## src/rtl/signed_seq_divider.sv

```systemverilog
// Sequential signed divider: restoring shift-subtract on magnitudes, one quotient bit per clock.
// IDLE: accept operands | CALC: one restoring step per edge | DONE: hold result until out_ready
module signed_seq_divider #(
  parameter int W = 4
) (
  input  logic         clk,
  input  logic         rst_n,
  input  logic         in_valid,
  output logic         in_ready,
  input  logic [W-1:0] dividend,
  input  logic [W-1:0] divisor,
  output logic         out_valid,
  input  logic         out_ready,
  output logic [W-1:0] quotient,
  output logic [W-1:0] remainder,
  output logic         div_by_zero,
  output logic         overflow
);

  localparam int CW = $clog2(W);
  localparam logic [W-1:0] MIN_VAL = {1'b1, {(W-1){1'b0}}};

  typedef enum logic [1:0] {IDLE, CALC, DONE} state_t;

  state_t         state_q, state_d;
  logic [CW-1:0]  cnt_q, cnt_d;
  logic           neg_quo_q, neg_quo_d;
  logic           neg_rem_q, neg_rem_d;
  logic [W-1:0]   dvd_q, dvd_d;
  logic [W-1:0]   dvs_q, dvs_d;
  logic [W-1:0]   qmag_q, qmag_d;
  logic [W:0]     pr_q, pr_d;
  logic [W-1:0]   quo_q, quo_d;
  logic [W-1:0]   rem_q, rem_d;
  logic           dbz_q, dbz_d;
  logic           ovf_q, ovf_d;

  logic [W:0]     pr_shift;
  logic [W:0]     pr_step;
  logic           qbit;
  logic [W-1:0]   qmag_step;
  logic [W-1:0]   dvd_abs;
  logic [W-1:0]   dvs_abs;
  logic           is_zero;
  logic           is_ovf;

  always_ff @(posedge clk or negedge rst_n) begin
    if (!rst_n) begin
      state_q   <= IDLE;
      cnt_q     <= '0;
      neg_quo_q <= 1'b0;
      neg_rem_q <= 1'b0;
      dvd_q     <= '0;
      dvs_q     <= '0;
      qmag_q    <= '0;
      pr_q      <= '0;
      quo_q     <= '0;
      rem_q     <= '0;
      dbz_q     <= 1'b0;
      ovf_q     <= 1'b0;
    end else begin
      state_q   <= state_d;
      cnt_q     <= cnt_d;
      neg_quo_q <= neg_quo_d;
      neg_rem_q <= neg_rem_d;
      dvd_q     <= dvd_d;
      dvs_q     <= dvs_d;
      qmag_q    <= qmag_d;
      pr_q      <= pr_d;
      quo_q     <= quo_d;
      rem_q     <= rem_d;
      dbz_q     <= dbz_d;
      ovf_q     <= ovf_d;
    end
  end

  always_comb begin
    state_d   = state_q;
    cnt_d     = cnt_q;
    neg_quo_d = neg_quo_q;
    neg_rem_d = neg_rem_q;
    dvd_d     = dvd_q;
    dvs_d     = dvs_q;
    qmag_d    = qmag_q;
    pr_d      = pr_q;
    quo_d     = quo_q;
    rem_d     = rem_q;
    dbz_d     = dbz_q;
    ovf_d     = ovf_q;

    // Partial remainder never exceeds W bits after a step, so the shift drops nothing.
    pr_shift  = (W+1)'({pr_q, dvd_q[W-1]});
    qbit      = (pr_shift >= {1'b0, dvs_q});
    pr_step   = qbit ? (pr_shift - {1'b0, dvs_q}) : pr_shift;
    qmag_step = W'({qmag_q, qbit});

    dvd_abs   = dividend[W-1] ? -dividend : dividend;
    dvs_abs   = divisor[W-1]  ? -divisor  : divisor;
    is_zero   = (divisor == '0);
    is_ovf    = (dividend == MIN_VAL) && (divisor == '1);

    case (state_q)
      IDLE: begin
        if (in_valid) begin
          neg_quo_d = dividend[W-1] ^ divisor[W-1];
          neg_rem_d = dividend[W-1];
          dvd_d     = dvd_abs;
          dvs_d     = dvs_abs;
          pr_d      = '0;
          cnt_d     = '0;
          qmag_d    = '0;
          if (is_zero) begin
            quo_d   = '0;
            rem_d   = dividend;
            dbz_d   = 1'b1;
            ovf_d   = 1'b0;
            state_d = DONE;
          end else if (is_ovf) begin
            quo_d   = MIN_VAL;
            rem_d   = '0;
            dbz_d   = 1'b0;
            ovf_d   = 1'b1;
            state_d = DONE;
          end else begin
            state_d = CALC;
          end
        end
      end
      CALC: begin
        pr_d   = pr_step;
        qmag_d = qmag_step;
        dvd_d  = dvd_q << 1;
        cnt_d  = cnt_q + 1'b1;
        if (cnt_q == CW'(W-1)) begin
          quo_d   = neg_quo_q ? -qmag_step : qmag_step;
          rem_d   = W'(neg_rem_q ? -pr_step : pr_step);
          dbz_d   = 1'b0;
          ovf_d   = 1'b0;
          state_d = DONE;
        end
      end
      DONE: begin
        if (out_ready) state_d = IDLE;
      end
      default: state_d = IDLE;
    endcase
  end

  assign in_ready    = (state_q == IDLE);
  assign out_valid   = (state_q == DONE);
  assign quotient    = quo_q;
  assign remainder   = rem_q;
  assign div_by_zero = dbz_q;
  assign overflow    = ovf_q;

endmodule

```

## config.mk

```make
export PLATFORM = sky130hd
export DESIGN_NAME = signed_seq_divider
export DESIGN_NICKNAME = d
export VERILOG_FILES = /design/src/rtl/signed_seq_divider.sv
export SDC_FILE = /design/constraint.sdc
export NUM_CORES = 1
export LEC_CHECK = 0
export ABC_AREA = 1
export CAP_MARGIN = 20
export CORE_UTILIZATION = 49
export DETAILED_ROUTE_END_ITERATION = 7
export GPL_TIMING_DRIVEN = 0
export PLACE_DENSITY = 0.72
export SYNTH_ARGS = -nofsm -noshare
export SYNTH_HDL_FRONTEND = slang
export SYNTH_SLANG_ARGS = --single-unit
export TNS_END_PERCENT = 100
```

## constraint.sdc

```tcl
create_clock -name clk -period 1.7 [get_ports clk]
set_input_delay 0.34 -clock clk [delete_from_list [all_inputs] [get_ports clk]]
set_output_delay 0.34 -clock clk [all_outputs]
set_load 0.02 [all_outputs]
```

# Word level (Yosys, flattened, before mapping)
# Index checks and enable logic that the tools add are counted.
# classes
addsub	6
n_mul	0
n_div	0
n_lt_le_gt_ge	1
eq_ne	9
n_shift	0
n_mux	38
n_bitwise	1
reduce_logical	8
# op_table
op	count
2-to-1 mux 4 bit	15
one-hot mux 4 bit (2 select lines)	4
negation 4 bit	4
2-to-1 mux 2 bit	6
equality test 4 bit (second input constant)	2
2-to-1 mux 1 bit	7
one-hot mux 2 bit (3 select lines)	1
one-hot mux 3 bit (2 select lines)	1
>= comparator 5 x 4 -> 1 bit	1
equality test 2 bit (second input constant)	2
logical NOT 4 bit	1
!= test 2 bit (second input constant)	2
one-hot mux 1 bit (2 select lines)	2
one-hot mux 2 bit (2 select lines)	1
AND reduction 2 bit	2
AND reduction 4 bit	1
subtractor 4 bit	1
2-to-1 mux 3 bit	1
!= test 3 x 1 -> 1 bit (second input constant)	1
AND reduction 3 bit	1
adder 2 x 1 -> 2 bit (second input constant)	1
equality test 2 x 1 -> 1 bit (second input constant)	1
logical NOT 2 bit	1
!= test 2 x 1 -> 1 bit (second input constant)	1
other kinds (3)	3
# word_totals
reg_bits	31
latch_bits	0
mem_bits_rw	0
rom_bits	0
in_bits	12
out_inout_bits	12
memories	0

# Logic depth before layout (Yosys ltp)
# Gate-level depths: netlist of the first run.
# logic_depth
word_depth	6
depth_mapped	16
depth_no_buf	16

# Worst setup path after synthesis of the first run
# Ideal clock, no wire load.
# synth_path
path_type	register to register
startpoint	register pr_q[1]
endpoint	register quo_q[1] (netlist: quotient[1])
setup_time_ps	124
arrival_ps	1688
required_time_ps	1576
setup_slack_ps	-112
stages_incl_launch_ff	10
path_cell_list	dfrtp_1 > ha_1 > a21oi_1 > nand2_1 > nand2_2 > nand2_4 > inv_1 > ha_1 > o21ai_0 > o31ai_2
# synth_between
elab_chain_len	5
# synth_lines
element	line	text
start: declaration	32	logic [W:0] pr_q, pr_d;
start signal: assignment	69	pr_q <= pr_d;
>= comparator 5 x 4 -> 1 bit	93	qbit = (pr_shift >= {1'b0, dvs_q});
negation 4 bit	135	quo_d = neg_quo_q ? -qmag_step : qmag_step;
2-to-1 mux 4 bit	135	
2-to-1 mux 4 bit	134	if (cnt_q == CW'(W-1)) begin
one-hot mux 4 bit (2 select lines)	102	case (state_q)
end signal: assignment	70	quo_q <= quo_d;
end: declaration	33	logic [W-1:0] quo_q, quo_d;
# No other way between the ends. The select of a mux whose other input is x is not followed.
# A chain may end at the register's enable or synchronous reset.

# Final worst setup path of the first run
# layout_path
startpoint	register pr_q[1]
endpoint	register rem_q[1] (netlist: remainder[1])
# layout_between
elab_chain_len	6
# layout_lines
element	line	text
>= comparator 5 x 4 -> 1 bit (*)	93	
2-to-1 mux 4 bit (*)	94	pr_step = qbit ? (pr_shift - {1'b0, dvs_q}) : pr_shift;
negation 4 bit	136	rem_d = W'(neg_rem_q ? -pr_step : pr_step);
2-to-1 mux 4 bit (*)	136	
2-to-1 mux 4 bit (*)	134	
one-hot mux 4 bit (2 select lines) (*)	102	
end signal: assignment	71	rem_q <= rem_d;
end: declaration	34	logic [W-1:0] rem_q, rem_d;
# Every way passes the cells marked *; elsewhere a longest branch is shown, timed or not. The select of a mux whose other input is x is not followed.

==> impl_metrics.env, run 1 <==
export IMPL_outcome="finished with violations"
export IMPL_violations="negative setup slack"
export IMPL_synth_area_per_cell_um2=8.27
export IMPL_cap_violations=0
export IMPL_cts_root_buf="clkbuf_8"
export IMPL_worstMarginPinSlew_ns=0.688
export IMPL_antenna_found_initial=0
export IMPL_netlist_area_um2=1850
export IMPL_synth_cells=224
export IMPL_maxSlewHeadroom_pct=54.1
export IMPL_synth_seq_cells=31
export IMPL_syn_nets=246
export IMPL_io_pins=24
export IMPL_coreArea_um2=3470
export IMPL_met1_usage_pct=31.6
export IMPL_finClkSkew_ns=0.00539
export IMPL_cts_buffers=5
export IMPL_use_met3_pct=5.43
export IMPL_final_setup_tns_ns=-0.534
export IMPL_cts_buffer_depth=2
export IMPL_start_kind="flop"
export IMPL_grtUsageTotal_pct=25.7
export IMPL_rows=21
export IMPL_wl_mm=4.64
export IMPL_arrival_ns=2.01
export IMPL_yosysTopAreaCellShare_pct=41.9
export IMPL_use_met2_pct=42.0
export IMPL_critPathCaptureType="flop"
export IMPL_ys_types=37
export IMPL_ys_seq_area_share_pct=41.9
export IMPL_wl_per_cell_um=14.6
export IMPL_die_height_um=63.5
export IMPL_dp_slack_ns=-0.444
export IMPL_drive_gt1_share_pct=37.9
export IMPL_grt_pass1_vias=1720
export IMPL_layout_common_cells="nand2_1 (35), dfrtp_1 (31), inv_1 (21), clkdlybuf4s50_1 (17), buf_4 (17)"
export IMPL_hold_ws_ns=0.0861
export IMPL_ctsHoldBuffers=0
export IMPL_cts_htree_levels=2
export IMPL_period_minus_slack_ns=1.82
export IMPL_drcViolationCount=0
export IMPL_diodes=0
export IMPL_rsz0062_at_grt="true"
export IMPL_nNetsFinal=293
export IMPL_dp_hpwl_mm=3.06
export IMPL_drt_pass1_iterations=4
export IMPL_path_class="reg2reg"
export IMPL_antenna_left=0
export IMPL_path_clk_slew_ns=0.07
export IMPL_synth_largest_area_cell="dfrtp_1"
export IMPL_yosys_warnings=0
export IMPL_slew_viol_final=0
export IMPL_fillCellCount=255
export IMPL_hold_viol=0
export IMPL_hold_path_class="in2async"
export IMPL_crit_required_ns=1.89
export IMPL_cts_tree="yes"
export IMPL_via_per_inst=5.30
export IMPL_timing_rr_start="pr_q[1]"
export IMPL_vias=1685
export IMPL_reg2reg_slack_ns=-0.12
export IMPL_io_buffer_count=22
export IMPL_reg2reg_to="remainder[1]"
export IMPL_start_util_pct=53.4
export IMPL_fmaxAchievable_ghz=0.551
export IMPL_grt_busiest_layer="met2"
export IMPL_grt_max_degree=32
export IMPL_worstPathMaxFanout=5
export IMPL_final_setup_worst_slack_ns=-0.116
export IMPL_drt_initial_drc_count=91
export IMPL_period_share_pct=107
export IMPL_dieArea_um2=4030
export IMPL_grt_pass1_wl_mm=7.85
export IMPL_synth_area_leaders="dfrtp_1 (42%), nand2_1 (9.7%), inv_1 (6.5%)"
export IMPL_place_congestion=0.837
export IMPL_clk_latency_ns=0.29
export IMPL_reg2regPathDepth=15
export IMPL_setup_violations=6
export IMPL_final_common_cell="nand2_1"
export IMPL_synthToLayoutAreaGrowth_pct=41.0
export IMPL_overflow=0
export IMPL_clock_sinks=31
export IMPL_die_w_um=63.5
-- registers in the layout (all words and copies together), names as in the netlist --
signal / flops
dvs_q: 4
pr_q: 4
cnt_q: 2
dvd_q: 4
quotient: 4
div_by_zero: 1
overflow: 1
remainder: 4
qmag_q: 3
neg_quo_q: 1
state_q: 2
neg_rem_q: 1
-- synthesized netlist by cell type --
library cell,instances
a21oi_1,5
buf_6,2
o21ai_4,1
nor2_1,9
nor3_1,2
fa_1,1
o32ai_1,1
ha_1,9
nand2_4,1
o22ai_1,5
nand3_4,1
nor4_2,1
a21oi_2,1
nand4_1,2
nor2_4,2
nand2_1,48
or2_0,2
xnor2_1,2
inv_1,32
a22o_1,1
o31ai_2,1
dfrtp_1,31
o221ai_1,2
buf_2,1
xor2_1,3
o21ai_1,6
a2bb2oi_1,1
clkbuf_1,2
o22ai_2,1
o21ai_0,15
nand3_1,17
a22oi_1,1
inv_2,5
nor3_2,1
nor2_2,4
nand2_2,4
inv_4,1
-- worst max-delay path, cell delays in order, from the launching register on --
cell     delay [ns]
dfrtp_1        0.42
ha_4           0.32
nand2_4        0.05
inv_2          0.05
nand2_2        0.04
nand2_2        0.07
nand2_4        0.10
buf_6          0.14
nand3_4        0.06
nand2_4        0.08
inv_4          0.07
nand2_2        0.05
nand2_2        0.08
nand3_2        0.07
nand2_1        0.07
inv_1          0.04
-- per-stage QoR --
stage | std cells | util, % | instance area [um^2]
finish | 318 | 75.3 | 2610
floorplan | 224 | - | 1870
detailed placement | 292 | 61.8 | 2140
global placement | 292 | 62.0 | 2150
global route | 318 | 75.3 | 2610
CTS | 314 | 70.3 | 2440
-- timing repair --
| item | in CTS | in global routing |
|---|---|---|
| buffers inserted | 14 | 4 |
| gates resized for setup | 32 | 36 |
| gates cloned | 0 | 0 |
| endpoints found under the setup margin | 11 | 17 |
| pin swaps | 15 | 17 |
-- worst max path at each step --
stage | start | end | slack, ns | cells after the start
CTS | pr_q[1] | remainder[3] | -0.08 | 14
detailed placement | divisor[0] | remainder[1] | -0.44 | 12
global placement | divisor[0] | remainder[2] | -0.43 | 12
finish | pr_q[1] | remainder[1] | -0.12 | 15
global route | pr_q[1] | remainder[1] | -0.23 | 15
floorplan | pr_q[1] | quotient[2] | 0.002 | 12
-- per-layer routing --
layer | routed length, um | vias up
li1 | - | 823
met1 | 2080 | 804
met2 | 2250 | 43
met3 | 176 | 15
met4 | 138 | 0
met5 | 0 | -
-- cell families after synthesis --
kind of cell,count (synthesis),share of synthesized area [%]
AO/OA/AOI/OAI,41,14.2
XOR/XNOR,5,2.36
adder cells (fa/ha/maj),10,7.16
AND/OR/NAND/NOR,94,24.7
flip-flops,31,41.9
buffers and inverters,43,9.72
-- area by class of cell --
| class | instances | area [um^2] | area share, % |
|---|---|---|---|
| Inverter | 38 | 150 | 5.75 |
| Multi-Input combinational cell | 150 | 1140 | 43.7 |
| Buffer | 5 | 35.0 | 1.34 |
| Tap cell | 46 | 57.6 | 2.20 |
| Sequential cell | 31 | 776 | 29.7 |
| Timing Repair Buffer | 40 | 349 | 13.4 |
| Clock buffer | 7 | 96.3 | 3.69 |
| Clock inverter | 1 | 7.51 | 0.287 |
Power of run 1 is left out: the tool's default activity adds up to more than one toggle a clock period on the data nets, which glitch-free logic cannot reach.
==> inputs of run 2 (changes only) <==
--- a/config.mk
+++ b/config.mk
@@ -7,10 +7,11 @@
 export LEC_CHECK = 0
 export ABC_AREA = 1
 export CAP_MARGIN = 20
-export CORE_UTILIZATION = 49
+export CORE_ASPECT_RATIO = 1.1
+export CORE_UTILIZATION = 40
 export DETAILED_ROUTE_END_ITERATION = 7
 export GPL_TIMING_DRIVEN = 0
-export PLACE_DENSITY = 0.72
+export PLACE_DENSITY = 0.6
 export SYNTH_ARGS = -nofsm -noshare
 export SYNTH_HDL_FRONTEND = slang
 export SYNTH_SLANG_ARGS = --single-unit
==> impl_metrics.env, run 2 (synthesized netlist as in run 1, its figures left out) <==
export IMPL_outcome="finished with violations"
export IMPL_violations="negative setup slack"
export IMPL_cts_htree_levels=2
export IMPL_crit_family="adder cells"
export IMPL_cts_buffers=5
export IMPL_setup_violations=7
export IMPL_overflow=0
export IMPL_cap_violations=0
export IMPL_nNetsFinal=288
export IMPL_finClkSkew_ns=0.00751
export IMPL_critPathCaptureType="flop"
export IMPL_dieArea_um2=4910
export IMPL_antenna_left=0
export IMPL_via_per_inst=5.03
export IMPL_hold_viol=0
export IMPL_final_setup_worst_slack_ns=-0.171
export IMPL_grtUsageTotal_pct=20.6
export IMPL_coreArea_um2=4380
export IMPL_maxSlewHeadroom_pct=52.9
export IMPL_instances_no_fill=319
export IMPL_path_clk_slew_ns=0.07
export IMPL_final_setup_tns_ns=-0.760
export IMPL_diodes=0
export IMPL_arrival_ns=2.04
export IMPL_clk_latency_ns=0.28
export IMPL_vias=1604
export IMPL_path_class="reg2reg"
export IMPL_slew_viol_final=0
export IMPL_grt_max_degree=32
export IMPL_io_buffer_count=22
export IMPL_period_minus_slack_ns=1.87
export IMPL_worstPathMaxFanout=3
export IMPL_wl_per_cell_um=14.2
export IMPL_start_util_pct=42.3
export IMPL_crit_required_ns=1.87
export IMPL_die_height_um=73.4
export IMPL_crit_slowest_cell="dfrtp_1"
export IMPL_cts_root_buf="clkbuf_8"
export IMPL_fmaxAchievable_ghz=0.534
export IMPL_crit_chain="inv_2, ha_4, inv_1, fa_2, xor2_2, inv_1, nand2_2, nand2_2, nand3_1, nand3_1, nand3_1, nand2_1"
export IMPL_grt_pass1_wl_mm=7.33
export IMPL_cts_tree="yes"
export IMPL_final_common_cell="nand2_1"
export IMPL_drt_pass1_iterations=4
export IMPL_place_congestion=0.838
export IMPL_drt_initial_drc_count=80
export IMPL_rows=25
export IMPL_max_stage_delay_ns=0.37
export IMPL_critPathBufInv=3
export IMPL_wl_mm=4.52
export IMPL_crit_top_cell="nand3_1"
export IMPL_fillCellCount=405
export IMPL_drcViolationCount=0
export IMPL_synthToLayoutAreaGrowth_pct=33.4
export IMPL_period_share_pct=110
export IMPL_antenna_found_initial=0
export IMPL_worstMarginPinSlew_ns=0.706
export IMPL_dp_cells=300
export IMPL_dp_hpwl_mm=3.17
export IMPL_io_pins=24
export IMPL_start_kind="flop"
export IMPL_rsz0062_at_grt="true"
export IMPL_grt_pass1_vias=1612
export IMPL_hold_path_class="in2async"
export IMPL_clock_sinks=31
export IMPL_layout_common_cells="nand2_1 (37), dfrtp_1 (30), inv_1 (23), clkdlybuf4s50_1 (16), nand3_1 (14)"
export IMPL_die_w_um=66.9
export IMPL_cts_buffer_depth=2
export IMPL_drive_gt1_share_pct=31.7
[run 2: final timing paths]
kind                       startpoint  cells past startpoint  slack [ns]           end
min in group clk           divisor[3]                      3        0.43      dvs_q[3]
max reg2reg                  dvd_q[3]                     12       -0.17  remainder[3]
min reg2reg                  overflow                      2        0.48      overflow
min                             rst_n                      1        0.11       pr_q[1]
max in group asynchronous       rst_n                      1        1.11       pr_q[1]
max                          dvd_q[3]                     12       -0.17  remainder[3]
[run 2: what timing repair did]
action,in CTS,in global routing
buffers inserted,11,2
gates cloned,0,0
resized for setup,36,15
pin swaps,22,5
endpoints found under the setup margin,13,15
hold buffers,0,0
[run 2: metrics by stage]
step	area, um^2	hold slack, ns	worst slack, ns	util [%]
2_1_floorplan	1870	0.0444	0.00237	-
3_3_place_gp	2160	0.462	-0.438	49.3
3_5_place_dp	2150	0.436	-0.459	49.2
4_1_cts	2410	0.144	-0.134	54.9
5_1_grt	2470	0.181	-0.273	56.4
6_report	2470	0.106	-0.171	56.4
[run 2: cell type report]
| cell class | count | area [um^2] | share of cell area (%) |
|---|---|---|---|
| plain buffers | 5 | 35.0 | 1.42 |
| clock buffers | 6 | 72.6 | 2.94 |
| inverters | 38 | 148 | 5.97 |
| multi-input cells | 150 | 1050 | 42.6 |
| flip-flops and latches | 31 | 777 | 31.4 |
| well taps | 54 | 67.6 | 2.73 |
| repair buffers | 35 | 318 | 12.9 |
[run 2: layer usage]
layer	global-route usage, %	up-vias	wire, um
met5	0	-	0
met4	7.33	0	72
met3	3.26	7	146
met2	35.4	41	2320
met1	26.0	747	1980
li1	-	809	-
Power of run 2 is left out for the same reason.
